===== config.mk =====
export PLATFORM = sky130hd
export DESIGN_NAME = approx_div_32
export DESIGN_NICKNAME = d
export VERILOG_FILES = /design/src/rtl/approx_div_pkg.sv /design/src/rtl/lod_32.sv /design/src/rtl/approx_div_32.sv
export SDC_FILE = /design/constraint.sdc
export NUM_CORES = 1
export LEC_CHECK = 0
export ABC_CLOCK_PERIOD_IN_PS = 7210
export BUFFER_PORTS_ARGS = -buffer_cell sky130_fd_sc_hd__buf_4
export CAP_MARGIN = 40
export CORE_AREA = 10 10 161 148
export CTS_CLUSTER_DIAMETER = 120
export DETAILED_ROUTE_END_ITERATION = 8
export DIE_AREA = 0 0 171 158
export GPL_TIMING_DRIVEN = 1
export PLACE_DENSITY = 0.71
export SKIP_CTS_REPAIR_TIMING = 1
export SLEW_MARGIN = 25
export SYNTH_ARGS = -nofsm -noshare
export SYNTH_HDL_FRONTEND = slang
export SYNTH_SLANG_ARGS = --single-unit

===== constraint.sdc =====
create_clock -name clk -period 7.21 [get_ports clk]
set_input_delay 0.721 -clock clk [delete_from_list [all_inputs] [get_ports clk]]
set_output_delay 0.721 -clock clk [all_outputs]
set_load 0.02 [all_outputs]

===== src/rtl/approx_div_pkg.sv =====
// Shared constants and types for the approximate divider and its leading-one
// detector.
package approx_div_pkg;

  localparam int NUM = 6;        // retained significant bits per operand
  localparam int MW  = 2 * NUM;  // quotient mantissa width
  localparam int CW  = 4;        // iteration counter width
  localparam int EW  = 5;        // operand exponent width (0..26)

  typedef enum logic [2:0] {
    IDLE,
    NORM,
    DIV,
    SHIFT,
    DONE
  } state_t;

  // Right shift that keeps only the top NUM significant bits below index idx.
  function automatic logic [EW-1:0] trunc_exp(input logic [4:0] idx);
    if (int'(idx) >= NUM) return EW'(int'(idx) - NUM + 1);
    else return '0;
  endfunction

endpackage


===== src/rtl/lod_32.sv =====
// Combinational 32-bit leading-one detector: index of the highest set bit
// (0 when the word is zero) plus a zero flag.
module lod_32 (
  input  logic [31:0] x,
  output logic [4:0]  idx,
  output logic        zero
);

  always_comb begin
    // NOTE: give every combinational output a default first so no path leaves
    // it unassigned, which would infer a latch.
    idx  = '0;
    zero = (x == '0);
    for (int i = 0; i < 32; i++) begin
      if (x[i]) idx = 5'(i);
    end
  end

endmodule


===== src/rtl/approx_div_32.sv =====
// Sequential approximate 32-bit unsigned divider: leading-one truncation to
// NUM-bit mantissas, restoring divide one bit per cycle, exponent rescale.
module approx_div_32
  import approx_div_pkg::*;
(
  input  logic        clk,
  input  logic        rst,
  input  logic        in_valid,
  output logic        in_ready,
  input  logic [31:0] a,
  input  logic [31:0] b,
  output logic        out_valid,
  input  logic        out_ready,
  output logic [31:0] q,
  output logic        div_by_zero
);

  state_t          state, state_nx;
  logic [31:0]     a_r, b_r;
  logic [NUM-1:0]  ma, mb, rem;
  logic [EW-1:0]   ea, eb;
  logic            bz;
  logic [MW-1:0]   dvd, qm;
  logic [CW-1:0]   cnt;

  logic [4:0]      ka, lb;
  logic            za, zb;
  logic [EW-1:0]   ea_c, eb_c;
  logic [NUM-1:0]  ma_c, mb_c;

  lod_32 u_lod_a (.x(a_r), .idx(ka), .zero(za));
  lod_32 u_lod_b (.x(b_r), .idx(lb), .zero(zb));

  assign ea_c = trunc_exp(ka);
  assign eb_c = trunc_exp(lb);
  assign ma_c = za ? '0 : NUM'(a_r >> ea_c);
  assign mb_c = NUM'(b_r >> eb_c);

  // One restoring-division step: bring down the next dividend bit, subtract
  // the divisor when it fits.
  logic [NUM:0]    rem_try, rem_sub;
  logic            fits;

  assign rem_try = {rem, dvd[MW-1]};
  assign fits    = (rem_try >= {1'b0, mb});
  assign rem_sub = rem_try - {1'b0, mb};

  // Rescale by sh = ea - eb - NUM; the right-shift amount reaches 32 when a
  // tiny dividend meets a full-width divisor, which correctly yields 0.
  logic signed [EW+1:0] sh;
  logic [EW+1:0]        rsh;
  logic [31:0]          q_shf;

  always_comb begin
    sh    = $signed((EW+2)'(ea)) - $signed((EW+2)'(eb)) - $signed((EW+2)'(NUM));
    rsh   = -sh;
    q_shf = sh[EW+1] ? (32'(qm) >> rsh) : (32'(qm) << sh);
  end

  always_comb begin
    state_nx = state;
    unique case (state)
      IDLE:  if (in_valid) state_nx = NORM;
      // Divide-by-zero bypasses DIV but still passes through SHIFT, where the
      // saturated result is registered.
      NORM:  state_nx = zb ? SHIFT : DIV;
      DIV:   if (cnt == CW'(MW - 1)) state_nx = SHIFT;
      SHIFT: state_nx = DONE;
      DONE:  if (out_ready) state_nx = IDLE;
      default: state_nx = IDLE;
    endcase
  end

  assign in_ready  = (state == IDLE) && !rst;
  assign out_valid = (state == DONE);

  // NOTE: sequential state uses non-blocking assignments so every register
  // samples pre-edge values regardless of statement order.
  always_ff @(posedge clk or posedge rst) begin
    if (rst) begin
      state       <= IDLE;
      a_r         <= '0;
      b_r         <= '0;
      ma          <= '0;
      mb          <= '0;
      ea          <= '0;
      eb          <= '0;
      bz          <= 1'b0;
      dvd         <= '0;
      rem         <= '0;
      qm          <= '0;
      cnt         <= '0;
      q           <= '0;
      div_by_zero <= 1'b0;
    end else begin
      state <= state_nx;
      unique case (state)
        IDLE: if (in_valid) begin
          a_r <= a;
          b_r <= b;
        end
        NORM: begin
          ma  <= ma_c;
          mb  <= mb_c;
          ea  <= ea_c;
          eb  <= eb_c;
          bz  <= zb;
          dvd <= {ma_c, {NUM{1'b0}}};
          rem <= '0;
          qm  <= '0;
          cnt <= '0;
        end
        DIV: begin
          rem <= fits ? rem_sub[NUM-1:0] : rem_try[NUM-1:0];
          qm  <= {qm[MW-2:0], fits};
          dvd <= {dvd[MW-2:0], 1'b0};
          cnt <= cnt + 1'b1;
        end
        SHIFT: begin
          q           <= bz ? 32'hFFFF_FFFF : q_shf;
          div_by_zero <= bz;
        end
        default: ;
      endcase
    end
  end

endmodule

## After elaboration in Yosys (flattened, before gate mapping)

Cells that the tools add are included.

| operators by class | value |
|---|---|
| $add $sub $neg | 9 |
| order comparisons | 3 |
| equal/unequal tests | 8 |
| shift-type cells | 4 |
| multiplexer cells | 77 |
| reduce and logical (&&, ||, !) cells | 8 |

Operators with widths:

| kind | count |
|---|---|
| $mux 5 | 34 |
| $logic_not 32->1 | 2 |
| $mux 32 | 2 |
| $mux 4 | 16 |
| $shr 32x5->6 | 2 |
| $pmux 12 s2 | 2 |
| $mux 3 | 11 |
| $shl 12x7->32 | 1 |
| $shr 12x7->32 | 1 |
| $pmux 3 s5 | 1 |
| $mux 6 | 2 |
| $pmux 6 s2 | 1 |
| $add 5x2->5 const B | 2 |
| $ge 5x3->1 const B | 2 |
| $sub 5x3->5 const B | 2 |
| $mux 2 | 4 |
| $pmux 4 s2 | 1 |
| $ge 7x6->1 | 1 |
| $neg 7->7 | 1 |
| $sub 6x4->7 const B | 1 |
| $eq 3x2->1 const B | 2 |
| $sub 5x5->6 | 1 |
| $sub 6x6->6 | 1 |
| $add 4x1->4 const B | 1 |
| other kinds (12) | 15 |

| storage, ports and cells | value |
|---|---|
| register bits | 151 |
| bits of input ports | 68 |
| output and inout port bits | 35 |

## Depth between registers and ports, before layout

Gate-level depths: netlist (run 1).

| depth | value |
|---|---|
| depth after elaboration | 37 |
| mapped depth | 20 |
| mapped depth without buffers | 16 |

## By module

A second synthesis (run 1) with hierarchy kept.

| second synthesis, totals | value |
|---|---|
| cells, all modules | 1238 |
| area, all modules | 11093.1 µm² |

By module, submodules not included:

| module | instances | cells an instance | area each (µm²) |
|---|---|---|---|
| approx_div_32 | 1 | 1108 | 10425.0 |
| lod_32 | 2 | 65 | 334.1 |

## Least setup slack after synthesis (run 1)

Ideal clock, no wire load.

| timing path | value |
|---|---|
| kind | register to register |
| start | reg b_r[22] |
| end | reg mb[3] |
| library setup time | 126 ps |
| arrival time | 4144 ps |
| setup slack | 2940 ps |
| cell stages (with the launch flop) | 18 |
| clock period less this slack | 4270 ps |
| cell sequence | dfrtp_1 or3_1 o211a_1 a2111oi_2 nor2_1 clkbuf_1 ha_1 or3_1 a211oi_1 nor3_1 or2_2 nand2_1 buf_2 mux2i_1 a21oi_1 o31ai_1 a21oi_1 a221o_1 |

| on the way | value |
|---|---|
| word-level cells in the longest chain between the ends | 14 |
| elaborated cells on any way between the ends | 15 |
| classes of those cells | add/sub: 2; order compare: 1; shift: 1; mux: 11 |

Ends and longest elaborated chain:

| what | RTL line | text |
|---|---|---|
| from (decl) | approx_div_32.sv:19 | `logic [31:0] a_r, b_r;` |
| from (signal assigned) | approx_div_32.sv:83 | `b_r <= '0;` |
| from (signal assigned) | approx_div_32.sv:100 | `b_r <= b;` |
| $mux 5 (10 in series) | lod_32.sv:15 | `if (x[i]) idx = 5'(i);` |
| $sub 5x3->5 | approx_div_pkg.sv:20 | `if (int'(idx) >= NUM) return EW'(int'(idx) - NUM + 1);` |
| $add 5x2->5 | approx_div_pkg.sv:20 |  |
| $mux 5 | approx_div_pkg.sv:20 |  |
| $shr 32x5->6 (*) | approx_div_32.sv:37 | `assign mb_c = NUM'(b_r >> eb_c);` |
| to (signal assigned) | approx_div_32.sv:104 | `mb <= mb_c;` |
| to (decl) | approx_div_32.sv:20 | `logic [NUM-1:0] ma, mb, rem;` |

Mark *: on every way between the ends. The rest lies on a longest branch, timed or not.
A chain may end at the register's enable or synchronous reset.

## Final worst setup path (run 1)

| timing path | value |
|---|---|
| start | reg b_r[5] |
| end | reg mb[3] |

| on the way | value |
|---|---|
| word-level cells in the longest chain between the ends | 31 |
| elaborated cells on any way between the ends | 32 |
| classes of those cells | add/sub: 2; order compare: 1; shift: 1; mux: 28 |

Ends and longest elaborated chain:

| what | RTL line |
|---|---|
| $mux 3 (3 in series) | lod_32.sv:15 |
| $mux 4 (8 in series) | lod_32.sv:15 |
| $mux 5 (16 in series) | lod_32.sv:15 |
| $sub 5x3->5 | approx_div_pkg.sv:20 |
| $add 5x2->5 | approx_div_pkg.sv:20 |
| $mux 5 | approx_div_pkg.sv:20 |
| $shr 32x5->6 (*) | approx_div_32.sv:37 |

Marked as above.

==> PnR_summary.wiki, run 1 <==
{| class="wikitable"
! Metric !! Value
|-
| Run status || completed
|-
| Setup Skew || 14.3 ps
|-
| Critical path launch point type || flop
|-
| Final Hold Vio Count || 0
|-
| TritonCTS clock tree || done
|-
| Synthesized Nets || between 1000 and 1500
|-
| Vertical die dimension || 158 um
|-
| Antenna violations before repair || 0
|-
| Count of flip-flops with a built-in enable after synthesis || 0
|-
| Setup violation total in the final timing report || 0
|-
| Top flip-flop cell by instance count after synthesis || sky130_fd_sc_hd__dfrtp_1
|-
| Antenna-violating nets left || 0
|-
| Largest cells by area after synthesis || sky130_fd_sc_hd__dfrtp_1, sky130_fd_sc_hd__mux2_2, sky130_fd_sc_hd__nand2_1
|-
| Data arrival time of the critical path || 5240 ps
|-
| Total via count in the routed design || 9823
|-
| Combinational family with the most area after synthesis || compound AO/OA/AOI/OAI gates
|-
| Global route overflow || 0
|-
| Register clock-pin slew on the reported worst setup and hold paths || 60 ps
|-
| Area Overhead vs Synth || 15.1%
|-
| Class of the most critical hold timing path || input port to asynchronous set/reset pin
|-
| Area enclosed by the die boundary || between 20000 and 30000 sq um
|-
| Critical path endpoint category || flop
|-
| Drt wl/cell || 18.6 um
|-
| # IOs || 103
|-
| Pre-antenna DRT Iters || 7
|-
| Tightest Pin Transition || slightly above 800 ps
|-
| Netlist Area Pre-Place || 10500 sq um
|-
| Largest driver fanout on the critical path || 29
|-
| IO buf count || 102
|-
| Top cell type's share of synthesized area || roughly 34%
|-
| Clk sink count || 145
|-
| Initial Util || around half
|-
| Area of the placeable core || 20500 sq um
|-
| Number of pins with negative max-slew slack in the final report || 0
|-
| Maximum number of buffers from clock root to sink || 2
|-
| Post-Synthesis Cells || between 1000 and 1500
|-
| Final Routed Wirelength || 29100 um
|-
| Filler cells || around 1800
|-
| Maximum number of pins on one net before global-route repair || 74
|-
| Critical Path Max Stage Delay || 440 ps
|-
| Most common cell after layout, fill and taps aside || sky130_fd_sc_hd__nand2_1
|-
| Crit Path Category || flop to flop
|-
| Synth Warn # || 0
|-
| Unique masters post-synth || between 70 and 80
|-
| Simple-gate area share of the yosys netlist || 18.0%
|-
| Number of global-route vias before repair || 9317
|-
| Aggregate global-route resource usage || between 20% and 30%
|-
| Setup repair after global routing missed its margin || false
|-
| Routability-driven placement congestion ratio || 0.993
|-
| DP HPWL || 21100 um
|-
| Final net count || 1382
|-
| Maximum capacitance violations || 0
|-
| Area of the multi-input gates || 6430 sq um
|-
| Wire length of the first global-routing pass || 48200 um
|-
| Ordered list of cells on the worst path || inv_1 > a221oi_1 > o211ai_1 > a2111oi_2 > nor2_1 > buf_4 > ha_1 > or3_1 > a211oi_1 > nor3_1 > or2_2 > nand2_1 > buf_8 > mux2i_1 > mux2i_1 > a21oi_1 > a21oi_1 > a221o_1
|-
| Post-layout minimum cycle time || 4930 ps
|-
| Async set or reset register ratio after synthesis || 100%
|-
| Footprint of the flip-flops and latches || 3630 sq um
|-
| Aggregate negative setup slack || 0 ps
|-
| Avg Inst Size Synth || 8.55 sq um
|-
| Number of diodes added for antenna fixing || 0
|-
| Die Width || 171 um
|-
| # H-tree levels || 4
|-
| Number of buffers created by CTS || 17
|-
| Number of storage elements in the synthesis netlist || 145
|-
| Share of synthesized area spent on multiplexers || 16.1%
|-
| Crit path required time || 7520 ps
|-
| Sequential cell area fraction in the yosys report || about a third
|-
| DRC violation count after routing || 0
|-
| Synthesized-area fraction occupied by ao, oa, aoi and oai cells || a little under a quarter
|-
| Area leader, netlist || sky130_fd_sc_hd__dfrtp_1
|-
| Clk Tree Root Cell || sky130_fd_sc_hd__clkbuf_16
|-
| Clock latency of the later-clocked register in the worst-skew pair || about 430 ps
|-
| Core Rows || 50
|-
| Crit path max-delay cell type || sky130_fd_sc_hd__dfrtp_1
|-
| Leading cell types in the layout, fill and taps excluded || sky130_fd_sc_hd__nand2_1, sky130_fd_sc_hd__dfrtp_1, sky130_fd_sc_hd__nor2_1
|-
| Peak Freq || 203 MHz
|-
| Final worst path period share || roughly two thirds
|-
| XOR/XNOR Fraction of Synth Area || 1.31%
|-
| Share of final-layout standard cells stronger than drive strength 1 || 20.5%
|-
| Slew margin rel. || 44.7%
|-
| Post-detailed-route via-to-cell ratio || 6.27
|-
| Iter 0 DRT Violations || 1137
|-
| Adder-cell area share of the yosys netlist || 2.64%
|}
## metrics by stage
stage | setup slack [ps] | util, % | area, sq um | hold WS [ps] | instances
3_5_place_dp | 2380 | 55.9 | 11500 | 471 | 1529
6_report | 2280 | 59.0 | 12100 | 399 | 1566
5_1_grt | 1960 | 59.0 | 12100 | 457 | 1566
4_1_cts | 2360 | 58.8 | 12100 | 427 | 1561
2_1_floorplan | 2590 | - | 10500 | 449 | 1230
3_3_place_gp | 2270 | 55.5 | 11400 | 461 | 1522
## state kept, by name, summed over array words and instances (netlist names), 3 cells and up
name   cells
q         32
a_r       32
state      3
qm        12
b_r       32
cnt        4
dvd        6
eb         5
rem        6
ea         5
mb         6
## cells in the mapped netlist, types with 12 or more instances
master,n
sky130_fd_sc_hd__nand2_1,148
sky130_fd_sc_hd__dfrtp_1,145
sky130_fd_sc_hd__nor2_1,133
sky130_fd_sc_hd__o21ai_0,101
sky130_fd_sc_hd__a21oi_1,86
sky130_fd_sc_hd__mux2_2,85
sky130_fd_sc_hd__clkbuf_1,63
sky130_fd_sc_hd__mux2i_1,45
sky130_fd_sc_hd__inv_1,36
sky130_fd_sc_hd__nor3_1,30
sky130_fd_sc_hd__a211oi_1,26
sky130_fd_sc_hd__a22o_1,19
sky130_fd_sc_hd__ha_1,19
sky130_fd_sc_hd__nor2b_1,18
sky130_fd_sc_hd__nand3_1,14
sky130_fd_sc_hd__nor4_1,14
sky130_fd_sc_hd__a221oi_1,13
sky130_fd_sc_hd__nand2b_1,13
sky130_fd_sc_hd__o211ai_1,13
sky130_fd_sc_hd__a22oi_1,12
sky130_fd_sc_hd__a31oi_1,12
sky130_fd_sc_hd__mux4_2,12
## cells by family (layout without fill, tap and decap cells)
kind of cell,count (synthesis),after routing
fa+ha+maj,21,21
buf+inv,119,195
compound gates,368,368
xor+xnor,14,14
mux,143,143
simple gates,420,420
flops,145,145
## worst paths after layout
kind                                    startpoint                   end  slack (ps)  cells past startpoint
worst min register to register   q[22]$_DFFE_PP0P_     q[22]$_DFFE_PP0P_         480                      2
worst max register to register  b_r[5]$_DFFE_PP0P_     mb[3]$_DFFE_PP0P_        2280                     18
worst min-delay path                           rst  state[2]$_DFFE_PP0P_         400                      2
min in group clk                 q[22]$_DFFE_PP0P_     q[22]$_DFFE_PP0P_         480                      2
worst max-delay path            b_r[5]$_DFFE_PP0P_     mb[3]$_DFFE_PP0P_        2280                     18
max in group asynchronous                      rst   a_r[19]$_DFFE_PP0P_        5670                      4
## worst max-delay path, delay by kind of cell (launching register included)
kind                       cells  cell delay (ps)
buffers and inverters          3              590
adders and majority gates      1              210
AOI/OAI and AO/OA              7             1860
and+or+nand+nor                5             1250
muxes                          2              460
DFF                            1              440
## final cells by class
cell class / instances / area share, %
multi-input combinational: 966 / 53.1
clock inverter: 12 / 1.02
inverter: 39 / 1.25
timing repair buffer: 124 / 8.15
clock buffer: 20 / 3.77
sequential: 145 / 30.0
tap: 260 / 2.69
## per-layer routing
layer  vias up  part of all wire (%)  GRT usage (%)
li1       4645                     -              -
met1      4685                    46           30.6
met2       443                    45           33.2
met3        50                   7.8           4.23
met4         0                   1.7           6.33
met5         -                     0              0
Power of run 1 is not shown: default switching activity piles up to over one toggle a cycle in this logic, so the estimate is an artifact.
==> run 2, diff against run 1 <==
Settings changed: ABC_CLOCK_PERIOD_IN_PS 7210 to 4000, PLACE_DENSITY 0.71 to 0.74.
Clock period 7.21 ns to 4 ns, I/O delays scaled along.
==> PnR_summary.wiki, run 2 (same netlist as run 1, synthesis figures left out) <==
{| class="wikitable"
! Metric !! Value
|-
| Run status || completed
|-
| Area enclosed by the die boundary || 27000 sq um
|-
| Instance count on the critical path || 17
|-
| Core Rows || 50
|-
| Footprint of the flip-flops and latches || ~3600 sq um
|-
| Post-detailed-route via-to-cell ratio || 6.14
|-
| Number of diodes added for antenna fixing || 0
|-
| Worst Setup EP || mb[3]$_DFFE_PP0P_
|-
| Ordered list of cells on the worst path || o31a_1 > a21oi_1 > nor2_1 > or2_2 > ha_1 > or3_4 > a211oi_4 > nor3_2 > or2_4 > nand2_4 > buf_12 > buf_12 > buf_4 > a221oi_1 > o21a_1 > o211ai_1 > a221o_1
|-
| Critical path endpoint category || flop
|-
| Crit path max-delay cell type || sky130_fd_sc_hd__dfrtp_1
|-
| CP bufs+invs || 3
|-
| Final net count || 1447
|-
| Endpoint of the worst-slack reg-to-reg timing path || mb[3]$_DFFE_PP0P_
|-
| IO buf count || between 100 and 150
|-
| Final Routed Wirelength || 31200 um
|-
| DP HPWL || between 20000 and 25000 um
|-
| DRC violation count after routing || 0
|-
| Cell seen most often among critical-path stages || sky130_fd_sc_hd__buf_12
|-
| Final Hold Vio Count || 0
|-
| Critical Path Max Stage Delay || 470 ps
|-
| Tightest Pin Transition || 691 ps
|-
| Setup Skew || 10.6 ps
|-
| Slew margin rel. || 53.8%
|-
| Global route overflow || 0
|-
| Crit Path Category || flop to flop
|-
| Post-Place Cell Area || 12000 sq um
|-
| Setup violation total in the final timing report || 0
|-
| Wire length of the first global-routing pass || 50700 um
|-
| Number of global-route vias before repair || 9599
|-
| Routability-driven placement congestion ratio || 0.964
|-
| Iter 0 DRT Violations || 1044
|-
| Area of the multi-input gates || between 6000 and 7000 sq um
|-
| Largest driver fanout on the critical path || 8
|-
| Pre-antenna DRT Iters || 8
|-
| Aggregate global-route resource usage || 23.0%
|-
| Drt wl/cell || 19.1 um
|-
| Area Overhead vs Synth || 22.5%
|-
| Antenna violations before repair || 0
|-
| Initial Util || 51.3%
|-
| Most common cell after layout, fill and taps aside || sky130_fd_sc_hd__buf_4
|-
| Share of final-layout standard cells stronger than drive strength 1 || between 20% and 30%
|-
| Clk sink count || 145
|-
| Worst R2R Setup Slack || between 150 and 200 ps
|-
| Maximum number of buffers from clock root to sink || 2
|-
| Peak Freq || roughly 260 MHz
|-
| Class of the most critical hold timing path || input port to asynchronous set/reset pin
|-
| Number of cells traversed by the worst register-to-register path || 17
|-
| Number of pins with negative max-slew slack in the final report || 0
|-
| Maximum number of pins on one net before global-route repair || 99
|-
| Register clock-pin slew on the reported worst setup and hold paths || 70 ps
|-
| Area of the placeable core || 20500 sq um
|-
| Largest delay contributor family on the critical path || compound AO/OA/AOI/OAI gates
|-
| Number of buffers created by CTS || 17
|-
| Data arrival time of the critical path || approximately 4200 ps
|-
| Worst R2R Start || b_r[10]$_DFFE_PP0P_
|-
| Regs by FF count || a_r (32), b_r (32), q (32)
|-
| TritonCTS clock tree || done
|-
| # IOs || 103
|-
| Crit path required time || 4370 ps
|-
| Die Width || 171 um
|-
| Final worst path period share || 96.2%
|-
| Launch point of the worst path || b_r[10]$_DFFE_PP0P_
|-
| Clock latency of the later-clocked register in the worst-skew pair || 430 ps
|-
| Maximum capacitance violations || 0
|-
| Fin area || 12900 sq um
|-
| Post-layout minimum cycle time || 3850 ps
|-
| Critical path launch point type || flop
|-
| Vertical die dimension || 158 um
|-
| Antenna-violating nets left || 0
|-
| Leading cell types in the layout, fill and taps excluded || sky130_fd_sc_hd__buf_4, sky130_fd_sc_hd__nand2_1, sky130_fd_sc_hd__dfrtp_1
|-
| Filler cells || 1759
|-
| Total via count in the routed design || 10000
|-
| Clk Tree Root Cell || sky130_fd_sc_hd__clkbuf_16
|-
| # H-tree levels || 4
|}
## run 2: metal layers
layer	wire length [um]	part of all wire (%)	GRT usage (%)
met1	14600	47	33.0
met2	14200	45	35.3
met4	367	1.2	4.92
met5	0	0	0
met3	2070	6.6	4.18
## run 2: worst min-delay path by stage
stage / slack, ps / start / end
after floorplan: 450 / eb[3]$_DFFE_PP0P_ / eb[3]$_DFFE_PP0P_
after global placement: 460 / eb[3]$_DFFE_PP0P_ / eb[3]$_DFFE_PP0P_
after detailed placement: 470 / q[16]$_DFFE_PP0P_ / q[16]$_DFFE_PP0P_
after CTS: 160 / rst / rem[4]$_DFFE_PP0P_
after global routing: 170 / a[14] / a_r[14]$_DFFE_PP0P_
final: 130 / rst / rem[4]$_DFFE_PP0P_
## run 2: final cells by class
| cell class | count | share of cell area [%] |
|---|---|---|
| inverters | 39 | 1.16 |
| clock inverters | 12 | 0.971 |
| repair buffers | 189 | 11.8 |
| flip-flops and latches | 145 | 28.2 |
| clock buffers | 20 | 3.47 |
| well taps | 260 | 2.52 |
| multi-input cells | 966 | 51.9 |
## run 2: stage by stage
stage / util [%] / setup WS, ps / std cells / hold slack, ps / TNS [ps]
final: 62.8 / 151 / 1631 / 132 / 0
after global routing: 62.8 / -6.49 / 1631 / 172 / -6.49
after CTS: 61.1 / -100 / 1622 / 159 / -209
after detailed placement: 58.3 / -47.5 / 1590 / 471 / -86.8
after global placement: 58.3 / 33.7 / 1589 / 463 / 0
after floorplan: - / 7.37 / 1230 / 449 / 0
## run 2: worst register-to-register path: cells and delay by family, from the launching register on
kind | cells | cell delay, ps
AOI/OAI and AO/OA | 7 | 1560
and+or+nand+nor | 6 | 1160
DFF | 1 | 470
buffers and inverters | 3 | 410
adders and majority gates | 1 | 200
Power of run 2 is left out for the same reason.
==> run 3, diff against run 2 <==
Settings changed: ABC_CLOCK_PERIOD_IN_PS 4000 to 4250, PLACE_DENSITY 0.74 to 0.71.
Clock period 4 ns to 4.25 ns, I/O delays scaled along.
==> PnR_summary.wiki, run 3 (same netlist as run 1, synthesis figures left out) <==
{| class="wikitable"
! Metric !! Value
|-
| Run status || completed
|-
| Core Rows || 50
|-
| Maximum number of pins on one net before global-route repair || 74
|-
| Maximum number of buffers from clock root to sink || 2
|-
| Regs by FF count || a_r (32), b_r (32), q (32)
|-
| Final net count || between 1000 and 1500
|-
| Final worst path period share || a little over nine tenths
|-
| Ordered list of cells on the worst path || or3_1 > o211a_1 > a2111oi_2 > nor2_1 > ha_1 > or3_1 > a211oi_2 > nor3_1 > or2_2 > nand2_1 > buf_12 > a22o_1 > a2bb2oi_4 > nor2_1 > or3b_1 > o211ai_1
|-
| Leading cell types in the layout, fill and taps excluded || sky130_fd_sc_hd__buf_4, sky130_fd_sc_hd__nand2_1, sky130_fd_sc_hd__dfrtp_1
|-
| Vertical die dimension || 158 um
|-
| Worst R2R Start || b_r[24]$_DFFE_PP0P_
|-
| Antenna violations before repair || 0
|-
| Most common cell after layout, fill and taps aside || sky130_fd_sc_hd__buf_4
|-
| Global route overflow || 0
|-
| Post-layout minimum cycle time || between 4000 and 5000 ps
|-
| # IOs || 103
|-
| Crit Path Category || flop to flop
|-
| Share of final-layout standard cells stronger than drive strength 1 || 23.8%
|-
| Aggregate global-route resource usage || a little under a quarter
|-
| Post-detailed-route via-to-cell ratio || between 6 and 7
|-
| Filler cells || 1849
|-
| Initial Util || 51.3%
|-
| Smallest setup slack after layout || 191 ps
|-
| Area Overhead vs Synth || 18.9%
|-
| Number of global-route vias before repair || 9385
|-
| Antenna-violating nets left || 0
|-
| Routability-driven placement congestion ratio || 0.938
|-
| Pre-CTS worst setup slack || 21.2 ps
|-
| DP HPWL || 22500 um
|-
| Wire length of the first global-routing pass || 49800 um
|-
| Data arrival time of the critical path || 4400 ps
|-
| Final Routed Wirelength || 30400 um
|-
| CP bufs+invs || 1
|-
| Number of pins with negative max-slew slack in the final report || 0
|-
| Crit path max-delay cell type || sky130_fd_sc_hd__dfrtp_1
|-
| Area of the multi-input gates || 6480 sq um
|-
| Critical Path Max Stage Delay || 400 ps
|-
| Total via count in the routed design || 9842
|-
| IO buf count || 102
|-
| Tightest Pin Transition || 732 ps
|-
| Area of the placeable core || 20500 sq um
|-
| Iter 0 DRT Violations || 1138
|-
| Critical path launch point type || flop
|-
| Critical path endpoint category || flop
|-
| Maximum capacitance violations || 0
|-
| Peak Freq || 246 MHz
|-
| TritonCTS clock tree || done
|-
| Largest driver fanout on the critical path || 20
|-
| Number of buffers created by CTS || 17
|-
| Setup repair after global routing missed its margin || true
|-
| Crit path required time || between 4000 and 5000 ps
|-
| Footprint of the flip-flops and latches || between 3000 and 4000 sq um
|-
| Class of the most critical hold timing path || input port to asynchronous set/reset pin
|-
| Clk sink count || 145
|-
| Largest delay contributor family on the critical path || simple AND/OR/NAND/NOR gates
|-
| Number of diodes added for antenna fixing || 0
|-
| Clk Tree Root Cell || sky130_fd_sc_hd__clkbuf_16
|-
| Setup Skew || 12.4 ps
|-
| Setup violation total in the final timing report || 0
|-
| Register clock-pin slew on the reported worst setup and hold paths || 70 ps
|-
| Final Hold Vio Count || 0
|-
| Drt wl/cell || approximately 19 um
|-
| DRC violation count after routing || 0
|-
| Slew margin rel. || 51.2%
|-
| Clock latency of the later-clocked register in the worst-skew pair || roughly 440 ps
|-
| Area enclosed by the die boundary || 27000 sq um
|-
| # H-tree levels || 4
|-
| Pre-antenna DRT Iters || 5
|-
| Die Width || 171 um
|-
| Launch point of the worst path || b_r[24]$_DFFE_PP0P_
|}
run 3: cell count changes in the layout (fill, tap and decap cells not counted), sizes merged:
cell,previous run,this run
clkbuf,22,18
clkinvlp,4,2
clkinv,4,6
inv,42,44
buf,187,168
run 3: layout make-up:
cell class	count	share of cell area [%]
timing repair buffer	168	10.8
clock inverter	14	1.15
multi-input combinational	966	51.8
tap	260	2.60
sequential	145	29.0
clock buffer	18	3.43
inverter	39	1.20
run 3: path summary, 6_finish.rpt:
path / endpoint / slack [ps] / cells after the start
min in group clk: a_r[9]$_DFFE_PP0P_ / 190 / 3
max in group asynchronous: b_r[23]$_DFFE_PP0P_ / 2990 / 3
hold / removal: q[22]$_DFFE_PP0P_ / 100 / 2
setup / recovery: mb[0]$_DFFE_PP0P_ / 190 / 16
hold reg to reg: q[9]$_DFFE_PP0P_ / 480 / 2
setup reg to reg: mb[0]$_DFFE_PP0P_ / 190 / 16
run 3: metal layers:
metal | up-vias | GRT usage (%) | routed length (um)
met4 | 0 | 4.59 | 308
met3 | 25 | 4.18 | 2210
met1 | 4742 | 32.8 | 14300
li1 | 4731 | - | -
met2 | 344 | 34.3 | 13600
met5 | - | 0 | 0
run 3: metrics by stage:
step | util [%] | cells | TNS, ps | hold WS [ps] | area, sq um
2_1_floorplan | - | 1230 | 0 | 449 | 10500
3_3_place_gp | 57.5 | 1574 | 0 | 462 | 11800
3_5_place_dp | 57.6 | 1575 | 0 | 470 | 11800
4_1_cts | 60.4 | 1607 | -4.54 | 110 | 12400
5_1_grt | 61.0 | 1610 | -77.9 | 149 | 12500
6_report | 61.0 | 1610 | 0 | 95.8 | 12500
Power of run 3 is left out for the same reason.
